**config.mk**
```make
export PLATFORM = sky130hd
export DESIGN_NAME = onebit_program_loader
export DESIGN_NICKNAME = d
export VERILOG_FILES = /design/src/rtl/onebit_program_loader.sv
export SDC_FILE = /design/constraint.sdc
export NUM_CORES = 1
export LEC_CHECK = 0
export BUFFER_PORTS_ARGS = -buffer_cell sky130_fd_sc_hd__buf_2
export CAP_MARGIN = 40
export CORE_ASPECT_RATIO = 1.5
export CORE_MARGIN = 2
export CORE_UTILIZATION = 40
export DETAILED_ROUTE_END_ITERATION = 10
export MAX_ROUTING_LAYER = met4
export PLACE_DENSITY = 0.71
export SETUP_SLACK_MARGIN = 0.4
export SKIP_CTS_REPAIR_TIMING = 1
export SLEW_MARGIN = 10
export SYNTH_ARGS = -nofsm -noshare
export SYNTH_HDL_FRONTEND = slang
export SYNTH_SLANG_ARGS = --single-unit
```
**constraint.sdc**
```tcl
create_clock -name clk -period 2.45 [get_ports clk]
set_clock_uncertainty 0.15 [all_clocks]
set_input_delay 0.49 -clock clk [delete_from_list [all_inputs] [get_ports clk]]
set_output_delay 0.49 -clock clk [all_outputs]
set_load 0.02 [all_outputs]
```
**src/rtl/onebit_program_loader.sv**
```systemverilog
// onebit_program_loader
//   Front-end controller for the 1-bit processor core. Buffers host instruction
//   words in a small FIFO, pulses the core reset, shifts each word into the
//   core one bit per clock over en/inReg[0], then hands the core to run mode.
//
//   Build option: define ONEBIT_LOADER_LSB_FIRST_EN to shift bit 0 of each word
//   first. By default (undefined) bit WORD_W-1 goes first.
//
// Ports
//   clk          : clock, rising edge
//   reset        : asynchronous active-low reset
//   start        : begin a load sequence (sampled only in IDLE)
//   stop         : abort load / leave run mode, back to IDLE
//   wr_valid     : host word valid
//   wr_data      : host instruction word
//   wr_ready     : loader accepts a word this cycle
//   run_in       : core input bits forwarded during RUN
//   proc_reset   : active-high core reset
//   proc_en      : core enable
//   proc_in      : core inReg
//   busy         : in RST or LOAD
//   running      : in RUN
//   done         : one-cycle pulse on entering RUN
//   words_loaded : words completely shifted into the core
module onebit_program_loader #(
    parameter int unsigned WORD_W     = 13,
    parameter int unsigned NUM_WORDS  = 4,
    parameter int unsigned FIFO_DEPTH = 2
) (
    input  logic                               clk,
    input  logic                               reset,
    input  logic                               start,
    input  logic                               stop,
    input  logic                               wr_valid,
    input  logic [WORD_W-1:0]                  wr_data,
    output logic                               wr_ready,
    input  logic [1:0]                         run_in,
    output logic                               proc_reset,
    output logic                               proc_en,
    output logic [1:0]                         proc_in,
    output logic                               busy,
    output logic                               running,
    output logic                               done,
    output logic [$clog2(NUM_WORDS+1)-1:0]     words_loaded
);

    localparam int unsigned WL_W  = $clog2(NUM_WORDS + 1);
    localparam int unsigned BIT_W = (WORD_W > 1) ? $clog2(WORD_W) : 1;
    localparam int unsigned PTR_W = (FIFO_DEPTH > 1) ? $clog2(FIFO_DEPTH) : 1;
    localparam int unsigned CNT_W = $clog2(FIFO_DEPTH + 1);

    typedef enum logic [1:0] {
        S_IDLE = 2'd0,
        S_RST  = 2'd1,
        S_LOAD = 2'd2,
        S_RUN  = 2'd3
    } state_t;

    state_t            state_q, state_d;
    logic [BIT_W-1:0]  bit_cnt_q, bit_cnt_d;
    logic [WL_W-1:0]   acc_q, acc_d;
    logic [WL_W-1:0]   words_loaded_d;
    logic [CNT_W-1:0]  count_q, count_d;
    logic [PTR_W-1:0]  rd_ptr_q, rd_ptr_d;
    logic [PTR_W-1:0]  wr_ptr_q, wr_ptr_d;
    logic [WORD_W-1:0] mem [FIFO_DEPTH];

    logic              wr_ready_d;
    logic              proc_reset_d;
    logic              proc_en_d;
    logic [1:0]        proc_in_d;
    logic              busy_d;
    logic              running_d;
    logic              done_d;

    logic              push_c;
    logic              pop_c;
    logic              flush_c;
    logic [WORD_W-1:0] head_c;
    logic [BIT_W-1:0]  bit_idx_c;
    logic              head_bit_c;

    // Bit of the FIFO head selected by the serializer position
    assign head_c = mem[rd_ptr_q];
`ifdef ONEBIT_LOADER_LSB_FIRST_EN
    assign bit_idx_c = bit_cnt_q;
`else
    assign bit_idx_c = BIT_W'(WORD_W - 1) - bit_cnt_q;
`endif
    assign head_bit_c = head_c[bit_idx_c];

    // Next-state, FIFO bookkeeping and next values of the registered outputs
    always_comb begin
        state_d        = state_q;
        bit_cnt_d      = bit_cnt_q;
        acc_d          = acc_q;
        words_loaded_d = words_loaded;
        flush_c        = 1'b0;
        pop_c          = 1'b0;
        proc_reset_d   = 1'b0;
        proc_en_d      = 1'b0;
        proc_in_d      = 2'b00;
        done_d         = 1'b0;

        unique case (state_q)
            S_IDLE: begin
                // stop has priority over start
                if (!stop && start) begin
                    state_d        = S_RST;
                    flush_c        = 1'b1;
                    bit_cnt_d      = '0;
                    acc_d          = '0;
                    words_loaded_d = '0;
                    proc_reset_d   = 1'b1;
                end
            end
            S_RST: begin
                if (stop) begin
                    state_d   = S_IDLE;
                    flush_c   = 1'b1;
                    bit_cnt_d = '0;
                end else begin
                    state_d = S_LOAD;
                end
            end
            S_LOAD: begin
                if (stop) begin
                    state_d   = S_IDLE;
                    flush_c   = 1'b1;
                    bit_cnt_d = '0;
                end else if (words_loaded == WL_W'(NUM_WORDS)) begin
                    state_d   = S_RUN;
                    done_d    = 1'b1;
                    proc_en_d = 1'b1;
                    proc_in_d = run_in;
                end else if (count_q != '0) begin
                    // Head is always a whole word, so shifting never stalls mid-word
                    proc_en_d = 1'b1;
                    proc_in_d = {1'b0, head_bit_c};
                    if (bit_cnt_q == BIT_W'(WORD_W - 1)) begin
                        pop_c          = 1'b1;
                        bit_cnt_d      = '0;
                        words_loaded_d = words_loaded + WL_W'(1);
                    end else begin
                        bit_cnt_d = bit_cnt_q + BIT_W'(1);
                    end
                end
            end
            S_RUN: begin
                if (stop) begin
                    state_d = S_IDLE;
                end else begin
                    proc_en_d = 1'b1;
                    proc_in_d = run_in;
                end
            end
            default: begin
                state_d = S_IDLE;
            end
        endcase

        push_c = wr_valid && wr_ready && !flush_c;
        if (push_c) begin
            acc_d = acc_d + WL_W'(1);
        end

        rd_ptr_d = rd_ptr_q;
        wr_ptr_d = wr_ptr_q;
        count_d  = count_q;
        if (flush_c) begin
            rd_ptr_d = '0;
            wr_ptr_d = '0;
            count_d  = '0;
        end else begin
            if (push_c) begin
                wr_ptr_d = wr_ptr_q + PTR_W'(1);
            end
            if (pop_c) begin
                rd_ptr_d = rd_ptr_q + PTR_W'(1);
            end
            unique case ({push_c, pop_c})
                2'b10:   count_d = count_q + CNT_W'(1);
                2'b01:   count_d = count_q - CNT_W'(1);
                default: count_d = count_q;
            endcase
        end

        busy_d     = (state_d == S_RST) || (state_d == S_LOAD);
        running_d  = (state_d == S_RUN);
        wr_ready_d = busy_d && (count_d < CNT_W'(FIFO_DEPTH))
                     && (acc_d < WL_W'(NUM_WORDS));
    end

    // State, control and output registers
    always_ff @(posedge clk or negedge reset) begin
        if (!reset) begin
            state_q      <= S_IDLE;
            bit_cnt_q    <= '0;
            acc_q        <= '0;
            count_q      <= '0;
            rd_ptr_q     <= '0;
            wr_ptr_q     <= '0;
            words_loaded <= '0;
            wr_ready     <= 1'b0;
            proc_reset   <= 1'b0;
            proc_en      <= 1'b0;
            proc_in      <= 2'b00;
            busy         <= 1'b0;
            running      <= 1'b0;
            done         <= 1'b0;
        end else begin
            state_q      <= state_d;
            bit_cnt_q    <= bit_cnt_d;
            acc_q        <= acc_d;
            count_q      <= count_d;
            rd_ptr_q     <= rd_ptr_d;
            wr_ptr_q     <= wr_ptr_d;
            words_loaded <= words_loaded_d;
            wr_ready     <= wr_ready_d;
            proc_reset   <= proc_reset_d;
            proc_en      <= proc_en_d;
            proc_in      <= proc_in_d;
            busy         <= busy_d;
            running      <= running_d;
            done         <= done_d;
        end
    end

    // Word storage; validity is tracked by count_q, so no reset needed
    always_ff @(posedge clk) begin
        if (push_c) begin
            mem[wr_ptr_q] <= wr_data;
        end
    end

endmodule

```
# After elaboration in Yosys (flattened, before gate mapping)
# Memory sizes are Yosys's and may differ from the RTL's.
# Index checks and enable logic that the tools add are counted.
# totals
n_memories,1
register_bits,24
input_bits,20
ram_bits,26
output_inout_bits,11
# op_classes
order_cmp,3
n_mux,54
n_eq_ne,18
addsub,8
n_reduce_logical,17
# memory_table
name,depth,width,read_ports,rd_clocked_by_memory_dff,write_ports,line_no,text
mem,2,13,1,0,1,66,logic [WORD_W-1:0] mem [FIFO_DEPTH];
# op_table
operator,n
$mux 3,8
$mux 4,6
$mux 1,23
$mux 2,9
$ne 2x2->1 const B,6
$pmux 4 s3,1
$eq 2x2->1 const B,5
$pmux 2 s2,2
$pmux 2 s4,1
$reduce_bool 2->1,4
$add 3x1->3 const B,2
$eq 2x1->1 const B,3
$ne 3x3->1 const B,2
$pmux 3 s2,1
$reduce_and 6->1,1
$logic_and 1x1->1,5
$lt 4x5->1 const B,1
$reduce_and 5->1,1
$add 4x1->4 const B,1
$bmux 1 s4,1
$eq 4x4->1 const B,1
$pmux 1 s2,2
$sub 4x4->4 const A,1
$eq 3x3->1 const B,1
other kinds (10),12

# Depth between registers and ports, before layout
# logic_depth
depth_word,12
depth_mapped,11
depth_no_buf,11

# Worst setup path before layout
# OpenSTA, ideal clock, no wires.
# synth_path
path_kind,register to register
startpoint,reg bit_cnt_q[0]
endpoint,reg wr_ready
path_slack_ns,0.006
t_required_ns,2.174
arrival_ns,2.167
period_less_slack_ns,2.444
path_buffers,0
path_stages_with_launch,9
path_cell_list,dfrtp_1 -> inv_2 -> ha_1 -> nand3_2 -> a2111oi_4 -> ha_1 -> or3_1 -> a21oi_1 -> nor4b_1
# synth_via
elab_chain_len,12
elab_cells_between_ends,13
classes_between,1 x order compare; 3 x eq/ne; 7 x mux; 2 x reduce/logical
# synth_lines
item,line_no,text
"start, declared",60,"logic [BIT_W-1:0] bit_cnt_q, bit_cnt_d;"
"start signal, assigned",213,bit_cnt_q <= bit_cnt_d;
$eq 4x4->1 (*),140,if (bit_cnt_q == BIT_W'(WORD_W - 1)) begin
$mux 1 (*),140,
$mux 1 (*),136,end else if (count_q != '0) begin
$mux 1 (*),131,end else if (words_loaded == WL_W'(NUM_WORDS)) begin
$mux 1 (*),127,if (stop) begin
$mux 1 (*),105,unique case (state_q)
$eq 2x1->1 or $eq 2x2->1 (tied branches),181,"unique case ({push_c, pop_c})"
$pmux 2 s2 (*),181,
$mux 2 (*),170,if (flush_c) begin
net count_d[1],63,"logic [CNT_W-1:0] count_q, count_d;"
$lt 2x2->1 (*),190,wr_ready_d = busy_d && (count_d < CNT_W'(FIFO_DEPTH))
$logic_and 1x1->1 (*),190,
$logic_and 1x1->1 (*),191,&& (acc_d < WL_W'(NUM_WORDS));
net wr_ready_d,68,logic wr_ready_d;
"end signal, assigned",219,wr_ready <= wr_ready_d;
"end, declared",36,"output logic wr_ready,"
# The timed path passes the listed nets; every way through them passes the cells marked *.
# A chain may end at the register's enable or synchronous reset.

# Worst setup path in the final report
# layout_path
startpoint,reg bit_cnt_q[1]
endpoint,reg wr_ready
# Same word-level chain as after synthesis.

==> results by group <==
Timing
  – Hold Vio Cnt, Final: 0
  – TNS Setup: 0 ns
  – Slew @ Worst Pin: 0.552 ns
  – Endpoints failing setup: 0
  – Final hold slack: 0.00427 ns
  – Worst setup margin: 0.0960 ns
  – Final Cycle Share: 0.961
  – Highest clock rate: 425 MHz
  – RSZ-0062 raised after global routing: true
  – Final min period: 2.35 ns
  – Max Slew Vio Count: 0
  – Slew HR: 0.632

CTS
  – Clk slew on worst S/H paths: 0.10 ns
  – Clock root cell: clkbuf_8
  – Worst-case clock buffer depth: 2
  – TritonCTS Buffers: 5
  – H-Tree Level Count: 2
  – Worst-Skew Late Latency: 0.31 ns
  – CTS tree: built
  – CTS Sinks: 50

Placed design
  – Dpl hpwl: 3030 µm
  – Pre-CTS WS: 0.0762 ns
  – PortBufs: 30
  – GPL Wtd Cong: 0.839

Power and ir drop
  – Internal: 1.62 mW
  – Seq pwr share: 0.436
  – Psw: 823 µW
  – Leak: 1.23 nW
  – Logic pwr share: 0.357
  – PD cells: 817 nW/µm²
  – Net Sw Frac: 0.336
  – Worst VDD drop: 0.556 mV
  – Clk pwr share: 0.207

Layout
  – Area growth syn-to-layout: 24.2%
  – Antenna cells: 0
  – Layout Nets: 277
  – Utilization after layout: 0.514
  – Fillcell total: 504
  – Share of layout cells above drive strength 1: 0.380

Critical path
  – Crit Path Max Fanout: 4
  – Critical path, cell by cell: inv_2 > ha_4 > nand3_4 > a2111oi_4 > ha_2 > xnor2_2 > or3_4 > a21oi_4 > nor4b_2
  – Critical path required time: 2.50 ns
  – CP startpoint kind: register
  – Crit end category: register
  – CP max stage cell: dfrtp_1
  – Crit path kind: register to register
  – Flop-to-flop setup slack: 0.1 ns
  – CP arrival: 2.40 ns
  – Kind of cell adding the most delay to the critical path: compound AO/OA/AOI/OAI gates
  – Worst path bufs/invs: 1
  – Slowest stage delay, CP: 0.43 ns

Synth
  – Sequential area share after synthesis: 0.572
  – Syn avg cell area: 12.6 µm²
  – Most used DFF post-synth: edfxtp_1
  – Syn Inst Count: 191
  – Yosys top cell by area: edfxtp_1
  – Count leader, synth: edfxtp_1
  – Seq cells post-synth: 50
  – Post-synth top cells: edfxtp_1, dfrtp_1, nand2_1, ha_1, nor2_1
  – Netlist cell types: 48
  – Post-synth ARST share: 0.480
  – Warnings from Yosys: 0
  – Synth area leaders: edfxtp_1, dfrtp_1, ha_1, mux2i_1, nand2_1
  – Synth top area share: 0.323
  – Cell Area, Synth: 2410 µm²
  – Post-Syn Nets: 224
  – Post-synth EDFFs: 26

Route
  – Final wirelength: 4340 µm
  – Via count: 1572
  – Post-DR vias/cell: 4.96
  – 1st-iter DRT viols: 84
  – DR DRC count: 0
  – DR pass1 iterations: 4
  – Final ANT Viol Nets: 0
  – WL per Instance: 13.7 µm

Min path
  – Worst min path class: input pin to async pin

Die
  – Chip width: 67.4 µm
  – Row cnt: 34
  – Die height: 99.1 µm
  – # IOs: 31
  – Initial Utilization: 0.414
  – Core ar.: 5830 µm²
  – Die area: 6680 µm²

Outcome
  – Status: finished, final reports clean

Run
  – Number of max-cap violations: 0

Global routing
  – First-pass GRT wire length: 6590 µm
  – Vias in the first global route: 1501
  – GRT Util Overall: 0.137
  – Initial antenna violation count: 0
  – Largest net degree at the start of global routing: 25
  – GR Overflow Total: 0
-- path summary, 6_finish.rpt --
kind                            startpoint         endpoint  cells after the start
setup reg to reg              bit_cnt_q[1]         wr_ready                      9
setup / recovery              bit_cnt_q[1]         wr_ready                      9
max in group asynchronous            reset       count_q[0]                      1
min in group clk                wr_data[3]        mem[0][3]                      1
hold / removal                       reset             busy                      1
hold reg to reg            words_loaded[0]  words_loaded[0]                      1
-- layer usage --
| metal | share of wire | up-vias | GRT usage |
|---|---|---|---|
| met5 | 0 | - | - |
| met4 | 0.016 | 0 | 0.0565 |
| met3 | 0.030 | 4 | 0.0317 |
| met2 | 0.57 | 25 | 0.242 |
| met1 | 0.38 | 753 | 0.142 |
| li1 | - | 790 | - |
-- layout make-up --
class,count,area [µm²],share of cell area
Clock buffer,5,68.8,0.0230
Tap cell,72,90.1,0.0301
Sequential cell,50,1380,0.461
Multi-Input combinational cell,125,1070,0.357
Clock inverter,3,28.8,0.00960
Inverter,12,45.0,0.0150
Timing Repair Buffer,50,313,0.104
-- registers in the layout, indices dropped and copies added (netlist names) --
signal,count
bit_cnt_q,4
proc_en,1
rd_ptr_q,1
words_loaded,3
wr_ptr_q,1
mem,26
done,1
proc_in,2
proc_reset,1
wr_ready,1
count_q,2
running,1
state_q,2
busy,1
acc_q,3
-- cell families after synthesis --
| family | Yosys count | synth area share |
|---|---|---|
| buf+inv | 16 | 0.0368 |
| flops | 50 | 0.572 |
| mux | 15 | 0.0700 |
| simple gates | 58 | 0.129 |
| compound gates | 33 | 0.103 |
| fa+ha+maj | 13 | 0.0674 |
| xor+xnor | 6 | 0.0218 |
-- worst register-to-register path, delay by kind of cell, from the launching register on --
family / cells / cell delay [ns]
compound gates: 2 / 0.55
simple gates: 3 / 0.52
flops: 1 / 0.43
xor+xnor: 1 / 0.07
buf+inv: 1 / 0.10
fa+ha+maj: 2 / 0.43
-- cells in the final DEF (no fill, tap or decap), types with 5 or more instances in the layout --
| cell type | count |
|---|---|
| a21oi_1 | 5 |
| nand3_1 | 6 |
| buf_2 | 30 |
| inv_1 | 8 |
| mux2i_1 | 12 |
| ha_1 | 9 |
| nand2_1 | 13 |
| buf_4 | 19 |
| dfrtp_1 | 24 |
| clkbuf_8 | 5 |
| nor2_1 | 10 |
| edfxtp_1 | 26 |
| o21ai_1 | 6 |
-- through the flow --
step	power, mW	cells	instance area (µm²)
floorplan	1.58	191	2440
global placement	1.76	298	2700
detailed placement	1.78	298	2700
CTS	2.29	306	2790
global route	2.60	317	3000
finish	2.45	317	3000
-- power by group through the flow --
stage	clock network (mW)	logic, mW	registers, mW
2_1_floorplan	0	0.470	1.11
3_3_place_gp	0	0.678	1.08
3_5_place_dp	0	0.696	1.09
4_1_cts	0.526	0.700	1.07
5_1_grt	0.563	0.960	1.08
6_report	0.507	0.873	1.07
Power figures use the tool's default switching activity.
